`config.mk`:
```
export PLATFORM = sky130hd
export DESIGN_NAME = twelve_hour_clock_core
export DESIGN_NICKNAME = d
export VERILOG_FILES = /design/src/rtl/twelve_hour_clock_core.sv
export SDC_FILE = /design/constraint.sdc
export NUM_CORES = 1
export LEC_CHECK = 0
export BUFFER_PORTS_ARGS = -buffer_cell sky130_fd_sc_hd__buf_2
export CORE_UTILIZATION = 53
export CTS_BUF_LIST = sky130_fd_sc_hd__clkbuf_8 sky130_fd_sc_hd__clkbuf_16
export DETAILED_ROUTE_END_ITERATION = 8
export GPL_TIMING_DRIVEN = 0
export PLACE_DENSITY = 0.84
export SYNTH_ARGS = -nofsm -noshare
export SYNTH_HDL_FRONTEND = slang
export SYNTH_SLANG_ARGS = --single-unit
```
`constraint.sdc`:
```
create_clock -name ap_clk -period 5.15 [get_ports ap_clk]
set_clock_uncertainty 0.2 [all_clocks]
set_input_delay 0.7725 -clock ap_clk [delete_from_list [all_inputs] [get_ports ap_clk]]
set_output_delay 0.7725 -clock ap_clk [all_outputs]
set_load 0.02 [all_outputs]
```
`src/rtl/twelve_hour_clock_core.sv`:
```
// twelve_hour_clock_core
// 12-hour time-of-day core driven by an ap_ctrl_hs block-level handshake.
// Each accepted ap_start either advances the held time by one second or
// loads a new time. The carry ripples through SEC -> MIN -> HR, so a
// transaction takes 2 to 4 cycles from acceptance to ap_done.
// Optional feature macro: CLOCK_ALARM_EN (alarm compare on the committed time).
module twelve_hour_clock_core (
    input  logic       ap_clk,
    input  logic       ap_rst_n,
    input  logic       ap_start,
    output logic       ap_done,
    output logic       ap_ready,
    output logic       ap_idle,
    input  logic       set_en,
    input  logic [3:0] set_hour,
    input  logic [5:0] set_min,
    input  logic [5:0] set_sec,
    input  logic       set_pm,
    input  logic [3:0] alarm_hour,
    input  logic [5:0] alarm_min,
    input  logic       alarm_pm,
    output logic [3:0] hours,
    output logic [5:0] minutes,
    output logic [5:0] seconds,
    output logic       pm,
    output logic       set_err,
    output logic       alarm
);

    typedef enum logic [2:0] {
        IDLE = 3'd0,
        SEC  = 3'd1,
        MIN  = 3'd2,
        HR   = 3'd3,
        DONE = 3'd4
    } state_t;

    state_t     state;
    state_t     state_nxt;

    // Working copy of the time; the visible outputs only follow it on DONE
    logic [3:0] w_h;
    logic [5:0] w_m;
    logic [5:0] w_s;
    logic       w_pm;
    logic [3:0] w_h_nxt;
    logic [5:0] w_m_nxt;
    logic [5:0] w_s_nxt;
    logic       w_pm_nxt;

    // Request captured at acceptance so the inputs may change afterwards
    logic       req_set;
    logic [3:0] req_hour;
    logic [5:0] req_min;
    logic [5:0] req_sec;
    logic       req_pm;

    logic       load_ok;
    logic       err_nxt;
    logic       alarm_nxt;

    assign load_ok = (req_hour >= 4'd1) && (req_hour <= 4'd12) &&
                     (req_min <= 6'd59) && (req_sec <= 6'd59);

    assign ap_done  = (state == DONE);
    assign ap_ready = (state == DONE);
    assign ap_idle  = (state == IDLE);

    // Next-state and working-register update, one carry stage per state
    always_comb begin
        state_nxt = state;
        w_h_nxt   = w_h;
        w_m_nxt   = w_m;
        w_s_nxt   = w_s;
        w_pm_nxt  = w_pm;
        err_nxt   = 1'b0;
        case (state)
            IDLE: begin
                if (ap_start) begin
                    state_nxt = SEC;
                end
            end
            SEC: begin
                state_nxt = DONE;
                if (req_set) begin
                    if (load_ok) begin
                        w_h_nxt  = req_hour;
                        w_m_nxt  = req_min;
                        w_s_nxt  = req_sec;
                        w_pm_nxt = req_pm;
                    end else begin
                        err_nxt = 1'b1;
                    end
                end else if (w_s < 6'd59) begin
                    w_s_nxt = w_s + 6'd1;
                end else begin
                    w_s_nxt   = 6'd0;
                    state_nxt = MIN;
                end
            end
            MIN: begin
                if (w_m < 6'd59) begin
                    w_m_nxt   = w_m + 6'd1;
                    state_nxt = DONE;
                end else begin
                    w_m_nxt   = 6'd0;
                    state_nxt = HR;
                end
            end
            HR: begin
                state_nxt = DONE;
                if (w_h == 4'd11) begin
                    w_h_nxt  = 4'd12;
                    w_pm_nxt = ~w_pm;
                end else if (w_h == 4'd12) begin
                    w_h_nxt = 4'd1;
                end else begin
                    w_h_nxt = w_h + 4'd1;
                end
            end
            DONE: begin
                state_nxt = IDLE;
            end
            default: begin
                state_nxt = IDLE;
            end
        endcase
    end

`ifdef CLOCK_ALARM_EN
    // Alarm fires when the time being committed lands on alarm_hour:alarm_min:00
    assign alarm_nxt = (state_nxt == DONE) && !err_nxt &&
                       (w_h_nxt == alarm_hour) && (w_m_nxt == alarm_min) &&
                       (w_s_nxt == 6'd0) && (w_pm_nxt == alarm_pm);
`else
    logic unused_alarm_inputs;
    assign unused_alarm_inputs = ^{alarm_hour, alarm_min, alarm_pm};
    assign alarm_nxt = 1'b0;
`endif

    // State and working time; reset returns to 12:00:00 AM and aborts any transaction
    always_ff @(posedge ap_clk) begin
        if (!ap_rst_n) begin
            state <= IDLE;
            w_h   <= 4'd12;
            w_m   <= 6'd0;
            w_s   <= 6'd0;
            w_pm  <= 1'b0;
        end else begin
            state <= state_nxt;
            w_h   <= w_h_nxt;
            w_m   <= w_m_nxt;
            w_s   <= w_s_nxt;
            w_pm  <= w_pm_nxt;
        end
    end

    // Capture the load request together with ap_start while idle
    always_ff @(posedge ap_clk) begin
        if (!ap_rst_n) begin
            req_set  <= 1'b0;
            req_hour <= 4'd0;
            req_min  <= 6'd0;
            req_sec  <= 6'd0;
            req_pm   <= 1'b0;
        end else if (state == IDLE && ap_start) begin
            req_set  <= set_en;
            req_hour <= set_hour;
            req_min  <= set_min;
            req_sec  <= set_sec;
            req_pm   <= set_pm;
        end
    end

    // Visible time and status flags update only on the edge that enters DONE
    always_ff @(posedge ap_clk) begin
        if (!ap_rst_n) begin
            hours   <= 4'd12;
            minutes <= 6'd0;
            seconds <= 6'd0;
            pm      <= 1'b0;
            set_err <= 1'b0;
            alarm   <= 1'b0;
        end else if (state_nxt == DONE) begin
            hours   <= w_h_nxt;
            minutes <= w_m_nxt;
            seconds <= w_s_nxt;
            pm      <= w_pm_nxt;
            set_err <= err_nxt;
            alarm   <= alarm_nxt;
        end else begin
            set_err <= 1'b0;
            alarm   <= 1'b0;
        end
    end

endmodule

```
---- Yosys cells after proc, flatten, opt, wreduce, memory -nomap -nowiden ----
Index checks and enable logic that the tools add are counted.
cells by class
  $add $sub $neg .......................... 3
  magnitude comparators ................... 6
  reductions and logical operators ........ 6
  bitwise logic cells ..................... 1
  equality and inequality tests ........... 7
  muxes and demuxes ....................... 23
operator list
  kind                 count
  $mux 6               7
  $mux 4               4
  $add 6x1->6 const B  2
  $le 6x6->1 const B   2
  $lt 6x6->1 const B   2
  $mux 3               4
  $pmux 3 s4           1
  $pmux 6 s2           1
  $eq 4x4->1 const B   2
  $pmux 4 s2           1
  $eq 3x2->1 const B   2
  $eq 3x3->1 const B   2
  $add 4x1->4 const B  1
  $ge 4x1->1 const B   1
  $le 4x4->1 const B   1
  $logic_and 1x1->1    4
  $mux 1               4
  $reduce_and 4->1     1
  $eq 3x1->1 const B   1
  $logic_not 3->1      1
  $pmux 1 s2           1
  $not 1->1            1
storage, ports and cells
  output and inout bits ................... 22
  word-level logic and storage cells ...... 61
  flip-flop bits (word level) ............. 56
  input bits .............................. 32

---- Depth between registers and ports, before layout ----
  depth after elaboration ................. 7
  depth in mapped cells ................... 7
  gate-level depth less buffers ........... 7

---- Least setup slack after synthesis ----
OpenSTA, ideal clock, no wires.
  kind .................................... register to output
  from .................................... register state[1]
  to ...................................... output port ap_ready
  arrival ................................. 1.690 ns
  path buffers ............................ 4
  data required time ...................... 4.178 ns
  setup slack ............................. 2.488 ns
  stages on the path, launching flop included .. 6
  path through ............................ dfxtp_1 -> buf_4 -> clkbuf_1 -> clkbuf_1 -> nor3b_1 -> buf_4
on the way
  word-level cells in the longest chain between the ends .. 1
RTL lines
  element                 RTL line  text
  from (decl)             38        state_t state;
  from (signal assigned)  150       state <= state_nxt;
  $eq 3x3->1              --
  to (decl)               12        output logic ap_ready,
No other way between the ends.

---- Worst setup path after layout ----
  from .................................... register state[1]
  to ...................................... output port ap_ready
on the way
  word-level cells in the longest chain between the ends .. 1
RTL lines
  element     RTL line  text
  $eq 3x3->1  66        assign ap_ready = (state == DONE);
No other way between the ends.

==> results.json <==
{
  "status": "finished, final reports clean",
  "via_per_inst": 6.14,
  "grt_pass1_vias": 2406,
  "fill_cells": 444,
  "min_from": "req_sec[0]",
  "area_delta_synth_final_pct": 13.6,
  "core-area_um2": 4850,
  "wl_um": 7430,
  "max_freq_mhz": 326,
  "drc_errors": 0,
  "cp_data_arrival_time_ns": 2.10,
  "cts_buffers": 5,
  "max-slew-margin-rel_pct": 51.6,
  "fin_cells": 451,
  "io_pins": 54,
  "gp_congestion": 0.995,
  "holdPathStages": 2,
  "setup_viol": 0,
  "clk_pin_slew_ns": 0.09,
  "finalMaxSlewViolations": 0,
  "cts_root_buf": "clkbuf_8",
  "synth-edff-count": 0,
  "die_w_um": 74.0,
  "hold_violations": 0,
  "synthesis.area_um2": 2750,
  "cp_max_fo": 10,
  "async_reset_ff_share_pct": 0,
  "endpoint_kind": "output port",
  "fin_crit_ns": 3.07,
  "syn_area_per_cell_um2": 8.21,
  "via_count": 2767,
  "grt_first_pass_wirelength_um": 11800,
  "r2r_start": "w_m[0]",
  "final_area_um2": 3120,
  "postSynthCellCount": 335,
  "period_share_pct": 59.6,
  "clkLatencyLatePin_ns": 0.31,
  "ys_ff_latch": 56,
  "start_util_pct": 56.7,
  "dpl_cell_area_um2": 3040,
  "drive_gt1_share_pct": 17.4,
  "hold_path.class": "reg -> reg",
  "power_density_nw_per_um2": 265,
  "worstSetupPathType": "reg -> out",
  "synth_nets": 371,
  "ys_types": 66,
  "critPathMaxStageDelay_ns": 0.44,
  "finalNetCount": 419,
  "dr.first_iter.drc_count": 356,
  "whs_ns": 0.260,
  "drt_pass1_iterations": 6,
  "post-route-util_pct": 64.4,
  "rows": 25,
  "cts_sinks": 56,
  "grt_usage_pct": 28.8,
  "rr_worst_depth": 7,
  "cp_top_family": "buffers and inverters",
  "final_cell_mix": "nand2_1 (56), dfxtp_1 (56), buf_2 (43)",
  "dpl.hpwl_um": 5400,
  "cp_cell_sequence": "buf_4 -> clkbuf_1 -> clkbuf_1 -> nor3b_1 -> buf_4 -> buf_2",
  "worst-r2r-setup-slack_ns": 2.73,
  "cts_hold_buf": 0,
  "ys_seq_area_share_pct": 40.8,
  "diodes": 0,
  "crit_buf_inv": 5,
  "hold_end": "req_sec[0]",
  "overflow": 0,
  "cts_max_path_buffers": 2,
  "synth_ff_type": "dfxtp_1",
  "post_drt_wl_per_cell_um": 16.5,
  "peakVddDrop_v": 0.000169,
  "die_area_um2": 5480,
  "crit_path_start_kind": "flop",
  "cts_tree": "built",
  "dp.cells": 443,
  "maxCapViolCount": 0,
  "grt_max_degree": 17,
  "cp_slowest_cell": "clkbuf_1",
  "port_buffers": 41,
  "cts_setup_buffers": 0,
  "ant_nets": 0,
  "cts_resized": 0,
  "die_h_um": 74.0,
  "antenna_found_initial": 0,
  "rsz0062_at_grt": "no",
  "htree_levels": 2,
  "fin_tns_setup_ns": 0,
  "p_leak_nw": 1.26,
  "critPathRequiredTime_ns": 4.18,
  "tightest_slew_ns": 0.722,
  "yosys_warnings": 0,
  "r2r_end": "seconds[5]"
}
## power by group
group / switching [mW] / internal, mW / leakage (nW) / total, mW
combinational: 0.0804 / 0.0450 / 0.753 / 0.125
sequential: 0.0160 / 0.453 / 0.457 / 0.469
clock: 0.141 / 0.0938 / 0.0507 / 0.235
## cells in the mapped netlist, drive strengths merged (2+ instances only)
cell	count	area share (%)
nor2	16	2.2
a31oi	10	2.3
a21oi	42	7.8
nand3	7	1.3
a211oi	2	0.55
xnor2	2	0.64
and2	3	0.68
or4	2	0.68
o311a	2	0.73
clkbuf	15	2.0
and4	3	1.1
o311ai	3	0.96
nand4	5	1.4
nor4	2	0.45
o2111ai	2	0.64
o22ai	4	0.91
o21ai	22	4.0
inv	8	1.1
nor2b	2	0.45
nand2b	2	0.45
buf	8	2.3
o31ai	6	1.6
and3	3	0.68
mux2i	3	1.1
nand2	57	7.9
ha	4	1.8
nor3	10	2.6
dfxtp	56	41
nand3b	4	1.1
a221oi	3	1.2
o2111a	2	0.82
a222oi	2	0.73
nor3b	2	0.73
a31o	2	0.64
## sequential cells by signal (all words and copies together), names as in the netlist
register,count
set_err,1
hours,4
minutes,6
w_pm,1
req_set,1
req_pm,1
pm,1
w_m,6
seconds,6
state,3
w_h,4
w_s,6
req_min,6
req_hour,4
req_sec,6
## worst register-to-register path, cell delays in order (launching register included)
cell and delay, ns:
dfxtp_1 0.35, ha_1 0.26, o2111ai_1 0.40, nand3_1 0.20, o21ai_1 0.19, clkbuf_1 0.45, o21ai_0 0.16, a21oi_1 0.14
## stage by stage
stage	worst slack (ns)	total power [mW]
after global placement	2.45	0.600
after detailed placement	2.49	0.603
final	2.08	0.829
after global routing	1.93	0.865
after floorplan	2.49	0.560
after CTS	2.15	0.830
## per-layer routing
layer	GRT usage (%)	wire length [µm]	vias to the layer above
met2	45.5	3370	147
li1	-	-	1328
met4	10.7	204	0
met5	0	0	-
met1	39.4	3240	1273
met3	5.01	619	19
## logic make-up after synthesis
group | Yosys count | synth area share (%)
adders and majority gates | 4 | 1.82
and+or+nand+nor | 122 | 23.1
buffers and inverters | 32 | 5.55
muxes | 3 | 1.09
AOI/OAI and AO/OA | 115 | 26.9
xor gates and xnor gates | 2 | 0.637
other | 1 | 0.136
DFF | 56 | 40.8
## cell type report
| class | count | area, µm² | share of cell area [%] |
|---|---|---|---|
| Multi-Input combinational cell | 247 | 1480 | 47.3 |
| Sequential cell | 56 | 1120 | 35.9 |
| Timing Repair Buffer | 41 | 205 | 6.57 |
| Buffer | 23 | 119 | 3.80 |
| Tap cell | 67 | 83.8 | 2.68 |
| Clock buffer | 5 | 68.8 | 2.20 |
| Inverter | 9 | 33.8 | 1.08 |
| Clock inverter | 3 | 16.3 | 0.521 |
## worst max-delay path by stage
stage	start	endpoint	slack, ns	cells past startpoint
after global routing	state[1]	ap_ready	1.93	6
final	state[1]	ap_ready	2.08	6
after detailed placement	state[1]	ap_ready	2.49	6
after floorplan	state[1]	ap_ready	2.49	5
after global placement	state[1]	ap_ready	2.45	6
after CTS	state[1]	ap_ready	2.15	6
(Power assumes the default switching activity.)
